## config.mk

```make
export PLATFORM = sky130hd
export DESIGN_NAME = i2c_bus_arbiter_flat
export DESIGN_NICKNAME = d
export VERILOG_FILES = /design/src/rtl/i2c_bus_arbiter_if.sv /design/src/rtl/i2c_bus_arbiter.sv /design/src/flat_wrapper.sv
export SDC_FILE = /design/constraint.sdc
export NUM_CORES = 1
export LEC_CHECK = 0
export CORE_ASPECT_RATIO = 1.1
export CORE_MARGIN = 2
export CORE_UTILIZATION = 40
export DETAILED_ROUTE_END_ITERATION = 12
export PLACE_DENSITY_LB_ADDON = 0.08
export SLEW_MARGIN = 20
export SYNTH_ARGS = -nofsm -noshare
export SYNTH_HDL_FRONTEND = slang
export SYNTH_SLANG_ARGS = --single-unit
```

## constraint.sdc

```tcl
create_clock -name clk -period 4.1 [get_ports clk]
set_input_delay 0.82 -clock clk [delete_from_list [all_inputs] [get_ports clk]]
set_output_delay 0.82 -clock clk [all_outputs]
set_load 0.005 [all_outputs]
```

## src/rtl/i2c_bus_arbiter_if.sv

```systemverilog
// Requester and I2C master engine signals shared by the bus arbiter.
// master: arbiter side, slave: requesters plus master engine.
interface i2c_bus_arbiter_if #(
    parameter int NUM_REQ = 4,
    parameter int ADDR_W  = 3
);
    logic [NUM_REQ-1:0]        req;
    logic [NUM_REQ-1:0]        req_rw;
    logic [NUM_REQ*ADDR_W-1:0] req_addr;
    logic [NUM_REQ*8-1:0]      req_wdata;
    logic [NUM_REQ-1:0]        gnt;
    logic [NUM_REQ-1:0]        done;
    logic [7:0]                resp_rdata;
    logic                      resp_err;
    logic                      m_start;
    logic                      m_rw;
    logic [ADDR_W-1:0]         m_addr;
    logic [7:0]                m_wdata;
    logic                      m_abort;
    logic                      m_busy;
    logic [7:0]                m_rdata;
    logic                      m_ack_err;

    modport master (
        input  req, req_rw, req_addr, req_wdata,
        input  m_busy, m_rdata, m_ack_err,
        output gnt, done, resp_rdata, resp_err,
        output m_start, m_rw, m_addr, m_wdata, m_abort
    );

    modport slave (
        output req, req_rw, req_addr, req_wdata,
        output m_busy, m_rdata, m_ack_err,
        input  gnt, done, resp_rdata, resp_err,
        input  m_start, m_rw, m_addr, m_wdata, m_abort
    );
endinterface

```

## src/rtl/i2c_bus_arbiter.sv

```systemverilog
// Round-robin arbiter sharing one byte-level I2C master among requesters.
// Optional watchdog/abort: define I2C_BUS_ARBITER_TIMEOUT_EN.
module i2c_bus_arbiter #(
    parameter int NUM_REQ = 4,
    parameter int ADDR_W  = 3,
    parameter int TIMEOUT = 1024
) (
    input logic               clk,
    input logic               reset,
    i2c_bus_arbiter_if.master bus
);
    localparam int IW = (NUM_REQ > 1) ? $clog2(NUM_REQ) : 1;

    typedef enum logic [1:0] {
        IDLE,
        WAIT_BUSY,
        WAIT_DONE,
        RESP
    } state_t;

    state_t r_state;
    state_t w_state_n;

    logic [IW-1:0]      r_ptr, w_ptr_n;
    logic [IW-1:0]      r_win, w_win_n;
    logic [IW-1:0]      w_sel;
    logic               w_any;
    logic               w_to;
    logic [NUM_REQ-1:0] r_gnt, w_gnt_n;
    logic [NUM_REQ-1:0] r_done, w_done_n;
    logic [7:0]         r_rdata, w_rdata_n;
    logic               r_err, w_err_n;
    logic               r_start, w_start_n;
    logic               r_rw, w_rw_n;
    logic [ADDR_W-1:0]  r_addr, w_addr_n;
    logic [7:0]         r_wdata, w_wdata_n;
    logic               r_abort, w_abort_n;

    // Search from ptr; descending loop lets the nearest requester win.
    always_comb begin
        w_sel = r_ptr;
        w_any = 1'b0;
        for (int k = NUM_REQ - 1; k >= 0; k--) begin
            if (bus.req[(int'(r_ptr) + k) % NUM_REQ]) begin
                w_sel = IW'((int'(r_ptr) + k) % NUM_REQ);
                w_any = 1'b1;
            end
        end
    end

`ifdef I2C_BUS_ARBITER_TIMEOUT_EN
    localparam int CW = $clog2(TIMEOUT + 1);
    logic [CW-1:0] r_cnt;
    logic          w_wait;

    assign w_wait = (r_state == WAIT_BUSY) || (r_state == WAIT_DONE);
    assign w_to   = w_wait && (r_cnt == CW'(TIMEOUT - 1));

    always_ff @(posedge clk or posedge reset) begin
        if (reset) begin
            r_cnt <= '0;
        end else if (w_state_n != r_state) begin
            r_cnt <= '0;
        end else if (w_wait) begin
            r_cnt <= r_cnt + CW'(1);
        end
    end
`else
    logic w_unused_to;
    assign w_unused_to = (TIMEOUT != 0);
    assign w_to        = 1'b0;
`endif

    always_ff @(posedge clk or posedge reset) begin
        if (reset) begin
            r_state <= IDLE;
        end else begin
            r_state <= w_state_n;
        end
    end

    always_comb begin
        w_state_n = r_state;
        unique case (r_state)
            IDLE: begin
                if (w_any) w_state_n = WAIT_BUSY;
            end
            WAIT_BUSY: begin
                if (bus.m_busy) w_state_n = WAIT_DONE;
                else if (w_to)  w_state_n = RESP;
            end
            WAIT_DONE: begin
                if (!bus.m_busy) w_state_n = RESP;
                else if (w_to)   w_state_n = RESP;
            end
            RESP: begin
                w_state_n = IDLE;
            end
            default: begin
                w_state_n = IDLE;
            end
        endcase
    end

    always_comb begin
        w_gnt_n   = r_gnt;
        w_done_n  = '0;
        w_rdata_n = r_rdata;
        w_err_n   = r_err;
        w_start_n = r_start;
        w_rw_n    = r_rw;
        w_addr_n  = r_addr;
        w_wdata_n = r_wdata;
        w_abort_n = 1'b0;
        w_win_n   = r_win;
        w_ptr_n   = r_ptr;
        unique case (r_state)
            IDLE: begin
                if (w_any) begin
                    w_gnt_n        = '0;
                    w_gnt_n[w_sel] = 1'b1;
                    w_win_n        = w_sel;
                    w_start_n      = 1'b1;
                    w_rw_n         = bus.req_rw[w_sel];
                    w_addr_n  = bus.req_addr[w_sel*ADDR_W +: ADDR_W];
                    w_wdata_n = bus.req_wdata[w_sel*8 +: 8];
                end
            end
            WAIT_BUSY: begin
                if (bus.m_busy) begin
                    w_start_n = 1'b0;
                end else if (w_to) begin
                    w_start_n = 1'b0;
                    w_abort_n = 1'b1;
                    w_rdata_n = 8'h00;
                    w_err_n   = 1'b1;
                end
            end
            WAIT_DONE: begin
                if (!bus.m_busy) begin
                    w_rdata_n = bus.m_rdata;
                    w_err_n   = bus.m_ack_err;
                end else if (w_to) begin
                    w_abort_n = 1'b1;
                    w_rdata_n = 8'h00;
                    w_err_n   = 1'b1;
                end
            end
            RESP: begin
                w_done_n = r_gnt;
                w_gnt_n  = '0;
                w_ptr_n  = (r_win == IW'(NUM_REQ - 1)) ?
                           '0 : r_win + IW'(1);
            end
            default: begin
                w_gnt_n = '0;
            end
        endcase
    end

    always_ff @(posedge clk or posedge reset) begin
        if (reset) begin
            r_gnt   <= '0;
            r_done  <= '0;
            r_rdata <= '0;
            r_err   <= 1'b0;
            r_start <= 1'b0;
            r_rw    <= 1'b0;
            r_addr  <= '0;
            r_wdata <= '0;
            r_abort <= 1'b0;
            r_win   <= '0;
            r_ptr   <= '0;
        end else begin
            r_gnt   <= w_gnt_n;
            r_done  <= w_done_n;
            r_rdata <= w_rdata_n;
            r_err   <= w_err_n;
            r_start <= w_start_n;
            r_rw    <= w_rw_n;
            r_addr  <= w_addr_n;
            r_wdata <= w_wdata_n;
            r_abort <= w_abort_n;
            r_win   <= w_win_n;
            r_ptr   <= w_ptr_n;
        end
    end

    assign bus.gnt        = r_gnt;
    assign bus.done       = r_done;
    assign bus.resp_rdata = r_rdata;
    assign bus.resp_err   = r_err;
    assign bus.m_start    = r_start;
    assign bus.m_rw       = r_rw;
    assign bus.m_addr     = r_addr;
    assign bus.m_wdata    = r_wdata;
    assign bus.m_abort    = r_abort;
endmodule

```

## src/flat_wrapper.sv

```systemverilog
// flat-port wrapper written by rule: the top's interface ports become plain ports
module i2c_bus_arbiter_flat 
#(
    parameter int NUM_REQ = 4,
    parameter int ADDR_W  = 3,
    parameter int TIMEOUT = 1024
)
  (clk, reset, bus_req, bus_req_rw, bus_req_addr, bus_req_wdata, bus_m_busy, bus_m_rdata, bus_m_ack_err, bus_gnt, bus_done, bus_resp_rdata, bus_resp_err, bus_m_start, bus_m_rw, bus_m_addr, bus_m_wdata, bus_m_abort);
  i2c_bus_arbiter_if #(.NUM_REQ(NUM_REQ), .ADDR_W(ADDR_W)) bus_i ();
  input logic clk;
  input logic reset;
  input wire logic [$bits(bus_i.req)-1:0] bus_req;
  input wire logic [$bits(bus_i.req_rw)-1:0] bus_req_rw;
  input wire logic [$bits(bus_i.req_addr)-1:0] bus_req_addr;
  input wire logic [$bits(bus_i.req_wdata)-1:0] bus_req_wdata;
  input wire logic [$bits(bus_i.m_busy)-1:0] bus_m_busy;
  input wire logic [$bits(bus_i.m_rdata)-1:0] bus_m_rdata;
  input wire logic [$bits(bus_i.m_ack_err)-1:0] bus_m_ack_err;
  output wire logic [$bits(bus_i.gnt)-1:0] bus_gnt;
  output wire logic [$bits(bus_i.done)-1:0] bus_done;
  output wire logic [$bits(bus_i.resp_rdata)-1:0] bus_resp_rdata;
  output wire logic [$bits(bus_i.resp_err)-1:0] bus_resp_err;
  output wire logic [$bits(bus_i.m_start)-1:0] bus_m_start;
  output wire logic [$bits(bus_i.m_rw)-1:0] bus_m_rw;
  output wire logic [$bits(bus_i.m_addr)-1:0] bus_m_addr;
  output wire logic [$bits(bus_i.m_wdata)-1:0] bus_m_wdata;
  output wire logic [$bits(bus_i.m_abort)-1:0] bus_m_abort;
  assign bus_i.req = bus_req;
  assign bus_i.req_rw = bus_req_rw;
  assign bus_i.req_addr = bus_req_addr;
  assign bus_i.req_wdata = bus_req_wdata;
  assign bus_i.m_busy = bus_m_busy;
  assign bus_i.m_rdata = bus_m_rdata;
  assign bus_i.m_ack_err = bus_m_ack_err;
  assign bus_gnt = bus_i.gnt;
  assign bus_done = bus_i.done;
  assign bus_resp_rdata = bus_i.resp_rdata;
  assign bus_resp_err = bus_i.resp_err;
  assign bus_m_start = bus_i.m_start;
  assign bus_m_rw = bus_i.m_rw;
  assign bus_m_addr = bus_i.m_addr;
  assign bus_m_wdata = bus_i.m_wdata;
  assign bus_m_abort = bus_i.m_abort;
  i2c_bus_arbiter #(.NUM_REQ(NUM_REQ), .ADDR_W(ADDR_W), .TIMEOUT(TIMEOUT)) u_core (.clk(clk), .reset(reset), .bus(bus_i));
endmodule
```

**Yosys cells after proc, flatten, opt, wreduce, memory -nomap -nowiden**

Index checks and enable logic that the tools add are counted.

- RAM bits: 0
- Register bits after elaboration: 36
- Output and inout bits: 31
- Bits in latches: 0
- ROM bits: 0
- Memories kept: 0

- Mux-type cells: 34
- Shifts and indexed selects: 2
- Multipliers: 1
- Bitwise logic cells: 4
- $lt $le $gt $ge: 6
- Equality and inequality tests: 7
- Divide/modulo/power cells: 0
- Reductions and logical operators: 12
- Add/sub/neg operators: 4

Operator list:

| kind | count |
|---|---|
| 32-bit by 6-bit indexed part select with 8-bit output | 1 |
| 2-bit 2-to-1 mux | 8 |
| 1-bit 2-to-1 mux | 15 |
| 3-bit by 4-bit < comparator with 1-bit output, second input constant | 3 |
| 12-bit by 5-bit indexed part select with 3-bit output | 1 |
| 1-bit binary-select mux with 2-bit select | 5 |
| 4-bit 2-to-1 mux | 2 |
| 2-bit one-hot mux with 4 select lines | 1 |
| 4-bit one-hot mux with 2 select lines | 1 |
| 2-bit equality test, second input constant | 3 |
| 2-bit by 3-bit < comparator with 1-bit output, second input constant | 2 |
| 2-bit AND reduction | 3 |
| 3-bit AND reduction | 2 |
| 2-bit OR reduction | 3 |
| 2-bit by 1-bit adder with 2-bit output, second input constant | 2 |
| 2-bit adder, second input constant | 2 |
| 2-bit by 2-bit multiplier with 4-bit output, second input constant | 1 |
| 2-bit != test, second input constant | 2 |
| 2-bit nonzero test | 2 |
| 1-bit AND, first input constant | 3 |
| 1-bit demux with 2-bit select | 1 |
| 2-bit by 1-bit equality test with 1-bit output, second input constant | 1 |
| 2-bit by 1-bit greater-or-equal comparator with 1-bit output, second input constant | 1 |
| 2-bit logical NOT | 1 |
| 4 further kinds | 4 |

**Longest topological paths before layout**

- Word-level depth: 16
- Mapped depth: 7
- Mapped depth without buffers: 6

**Least setup slack after synthesis**

No wires, ideal clock.

- Path type: in2reg
- Start point: input bus_req[2]
- End point: register u_core.r_addr[0] (netlist: u_core.bus.m_addr[0])
- Data arrival time: 1.795 ns
- Setup slack: 2.167 ns
- Stages: 6
- Setup time: 0.138 ns
- Cells stage by stage: nor4_1 > nand2b_1 > buf_6 > nand4b_2 > buf_2 > o221ai_1

- Word-level cells in the longest chain between the ends: 9
- Elaborated cells on any way between the ends: 22
- Those cells by class: 1 x mul; 1 x shift; 19 x mux; 1 x reduce/logical

Ends and longest elaborated chain:

| what | line | RTL |
|---|---|---|
| start, declared | flat_wrapper.sv:12 | `input wire logic [$bits(bus_i.req)-1:0] bus_req;` |
| 1-bit binary-select mux with 2-bit select | i2c_bus_arbiter.sv:44 | `if (bus.req[(int'(r_ptr) + k) % NUM_REQ]) begin` |
| 1-bit 2-to-1 mux (not written as such) (2 in series) | i2c_bus_arbiter.sv:44 |  |
| 2-bit 2-to-1 mux (4 in series) | i2c_bus_arbiter.sv:44 |  |
| 2-bit by 2-bit multiplier with 4-bit output | i2c_bus_arbiter.sv:125 | `w_addr_n = bus.req_addr[w_sel*ADDR_W +: ADDR_W];` |
| 12-bit by 5-bit indexed part select with 3-bit output | i2c_bus_arbiter.sv:125 |  |
| end signal, assigned | i2c_bus_arbiter.sv:181 | `r_addr <= w_addr_n;` |
| end, declared | i2c_bus_arbiter.sv:35 | `logic [ADDR_W-1:0] r_addr, w_addr_n;` |

Several ways; a longest one is shown, not always the timed one. The select of a mux whose other input is x is not followed.
A chain may end at the register's enable or synchronous reset.

**Worst setup path in the final report**

- Start point: input bus_req[3]
- End point: register u_core.r_gnt[1] (netlist: u_core.bus.gnt[1])

- Word-level cells in the longest chain between the ends: 13
- Elaborated cells on any way between the ends: 28
- Those cells by class: 2 x order compare; 1 x eq/ne; 23 x mux; 2 x reduce/logical

Ends and longest elaborated chain:

| what | line | RTL |
|---|---|---|
| 1-bit binary-select mux with 2-bit select | i2c_bus_arbiter.sv:44 |  |
| 1-bit 2-to-1 mux (not written as such) (2 in series) | i2c_bus_arbiter.sv:44 |  |
| 2-bit 2-to-1 mux (4 in series) | i2c_bus_arbiter.sv:44 |  |
| 2-bit by 3-bit < comparator with 1-bit output (not written as such) or 2-bit by 1-bit greater-or-equal comparator with 1-bit output (tied branches) | i2c_bus_arbiter.sv:121 | `w_gnt_n[w_sel] = 1'b1;` |
| 1-bit logical AND (not written as such) | i2c_bus_arbiter.sv:121 |  |
| 1-bit 2-to-1 mux (not written as such) | i2c_bus_arbiter.sv:121 |  |
| 1-bit demux with 2-bit select | - |  |
| 4-bit 2-to-1 mux | i2c_bus_arbiter.sv:119 | `if (w_any) begin` |
| 4-bit one-hot mux with 2 select lines | i2c_bus_arbiter.sv:117 | `unique case (r_state)` |
| end signal, assigned | i2c_bus_arbiter.sv:175 | `r_gnt <= w_gnt_n;` |
| end, declared | i2c_bus_arbiter.sv:29 | `logic [NUM_REQ-1:0] r_gnt, w_gnt_n;` |

Several ways; a longest one is shown, not always the timed one. The select of a mux whose other input is x is not followed.

==> flow_summary.toml <==
[outcome]
run_status = "complete, no violations"

[final_layout]
final_common_cell = "clkdlybuf4s50_1"
mostFrequentLayoutCells = "clkdlybuf4s50_1, dfrtp_1, mux2i_1"
area_growth_pct = 54.6
final_util_pct = 63.9
drive_above_1_share_pct = 9.96
diodes = 0
nets = 329

[clock_tree]
clockRootBuffer = "clkbuf_8"
cts_sinks = 36
clockBufferDepth = 2
htree_levels = 2
worst_skew_pair.late_latency_ps = 290
clk_pin_slew_ps = 70
ctsHoldBuffers = 0
cts_tree = "yes"
postCtsSetupRepairBufs = 0
cts.repair.resized = 0
cts_made_buffers = 5

[power_and_ir_drop]
leakage_nw = 1.29
p_clk_share_pct = 16.7
p_int_mw = 1.24
seqPwrFrac_pct = 33.9
power.density_nw_per_um2 = 626
swShare_pct = 32.8
p_comb_share_pct = 49.4
switchingPower_mw = 0.606
p_total_mw = 1.85
irDropWorstVdd_v = 0.000406

[critical_path]
crit_end = "u_core.bus.gnt[1]"
required_ps = 4270
r2r_slack_ps = 2180
crit_cells = 7
path_class = "input port to register"
r2r_cells = 7
startpoint = "bus_req[3]"
crit_buf_inv = 2
arrival_ps = 2740
cp_max_fo = 18
r2r_start = "u_core.r_state[0]"
reg2reg_to = "u_core.bus.gnt[1]"
cp-end-kind = "register"
cp_slowest_cell = "clkdlybuf4s50_1"
cp_cell_sequence = "clkdlybuf4s50_1 -> nor4_1 -> nand2b_1 -> buf_4 -> nand4b_2 -> a2bb2oi_1 -> o21ai_1"
cp_top_family = "simple AND/OR/NAND/NOR gates"
slowest_delay_ps = 500
cp-start-kind = "input port"

[synth]
synth_warnings = 0
ys_seq_elements = 36
netlist_instances = 167
synthesis.nets = 236
async_flop_share_pct = 100
yosysSeqAreaShare_pct = 47.2
synthFlopType = "dfrtp_1"
synth_edf_count = 0
synth_cell_types = 33
avgSynthCellArea_um2 = 11.4
synth_area_um2 = 1910

[sta]
rsz0062_at_grt = "no"
finalHoldViolations = 0
maxSlewHeadroom_pct = 37.3
finalCritPeriodShare_pct = 62.6
setup_viol = 0
tightest_slew_ps = 939
finalSetupTns_ps = 0
finalMaxSlewViolations = 0
skew_ps = 5.89
holdWs_ps = 485
setup_ws_ps = 1530
fmax_mhz = 390
fin_crit_ps = 2570

[route]
dr.pass1.iters = 4
vias = 1608
vias_per_cell = 5.07
wirelength_um = 4500
wire_per_inst_um = 14.2
drc_errors = 0
first_iter_violations = 83
ant_nets = 0

[global_route]
grt_max_degree = 26
met1_usage_pct = 23.4
grt_overflow = 0
grt_pass1_wl_um = 7870
grt_use_met2_pct = 27.3
grt.busiest_layer = "met2"
grt_usage_pct = 18.2
grtUsageMet3_pct = 8.20
grt_pass1_vias = 1685
antenna_found_initial = 0

[die]
core_um2 = 4620
chipHeight_um = 76.5
ios = 95
initial_core_util_pct = 41.3
design.die.area_um2 = 5340
rows = 26
die_x_um = 69.9

[placed_design]
place_congestion = 0.737
port_buffers = 93
dp_slack_ps = 1220
hpwlAfterDp_um = 3380

[job]
maxCapViolCount = 0

[hold_path]
hp-class = "register to register"
-- power by group through the flow --
stage / Clock, mW / Sequential, mW / Combinational (mW)
finish: 0.309 / 0.626 / 0.911
global route: 0.332 / 0.652 / 1.01
CTS: 0.313 / 0.626 / 0.931
detailed placement: 0 / 0.627 / 0.928
global placement: 0 / 0.629 / 0.916
floorplan: 0 / 0.624 / 0.548
-- metal layers --
layer / vias up / share of wire [%]
li1: 783 / -
met1: 753 / 43
met2: 67 / 45
met3: 5 / 9.6
met4: 0 / 1.5
met5: - / 0
-- worst min-delay path: stages (launching register included) --
cell,delay [ps]
dfrtp_1,340
nand2_1,50
o221ai_1,60
-- sequential cells by signal, indices dropped and copies added (netlist names) --
name                   flops
u_core.bus.done            4
u_core.bus.gnt             4
u_core.bus.m_addr          3
u_core.bus.m_rw            1
u_core.bus.m_start         1
u_core.bus.m_wdata         8
u_core.bus.resp_err        1
u_core.bus.resp_rdata      8
u_core.r_ptr               2
u_core.r_state             2
u_core.r_win               2
-- kinds of logic (layout without fill, tap and decap cells) --
group           after synthesis  count (layout)  share of synthesized area (%)
simple gates                 39              39                           10.6
other cells                   1               1                          0.196
flops                        36              36                           47.2
mux                          35              35                           19.1
buf+inv                      17             111                           6.23
fa+ha+maj                     5               5                           3.28
compound gates               34              34                           13.5
-- through the flow --
step / instance area [um2] / instances
finish: 2950 / 317
global route: 2950 / 317
CTS: 2950 / 317
detailed placement: 2840 / 309
global placement: 2840 / 309
floorplan: 1910 / 167
-- area by class of cell --
| class | instances | area, um2 |
|---|---|---|
| Inverter | 6 | 22.5 |
| Timing Repair Buffer | 97 | 961 |
| Fill cell | 381 | 1670 |
| Multi-Input combinational cell | 114 | 890 |
| Sequential cell | 36 | 901 |
| Tap cell | 56 | 70.1 |
| Clock buffer | 6 | 72.6 |
| Clock inverter | 2 | 35.0 |
-- synthesized netlist by cell type, types with 3 or more instances --
cell / number / area share [%]
nand2_1: 20 / 3.9
o221ai_1: 12 / 5.5
nor2_1: 3 / 0.59
buf_2: 3 / 0.79
clkbuf_1: 3 / 0.59
a2bb2oi_1: 4 / 1.8
o21ai_1: 5 / 1.3
dfrtp_1: 36 / 47
and2_1: 5 / 1.6
nor2b_1: 6 / 2.0
inv_1: 6 / 1.2
o21ai_0: 4 / 1.0
mux2_2: 11 / 6.5
ha_1: 5 / 3.3
mux2i_1: 24 / 13
-- how the worst min path moves through the flow --
| stage | start | to | slack, ps | depth (start not counted) |
|---|---|---|---|---|
| finish | u_core.bus.m_wdata[7] | u_core.bus.m_wdata[7] | 490 | 2 |
| global route | u_core.bus.m_wdata[7] | u_core.bus.m_wdata[7] | 520 | 2 |
| CTS | u_core.bus.m_wdata[7] | u_core.bus.m_wdata[7] | 490 | 2 |
| detailed placement | u_core.bus.m_wdata[7] | u_core.bus.m_wdata[7] | 470 | 2 |
| floorplan | u_core.r_win[1] | u_core.r_win[1] | 450 | 2 |
| global placement | u_core.bus.m_wdata[7] | u_core.bus.m_wdata[7] | 470 | 2 |
No activity file was read; power rests on OpenSTA's default activity.
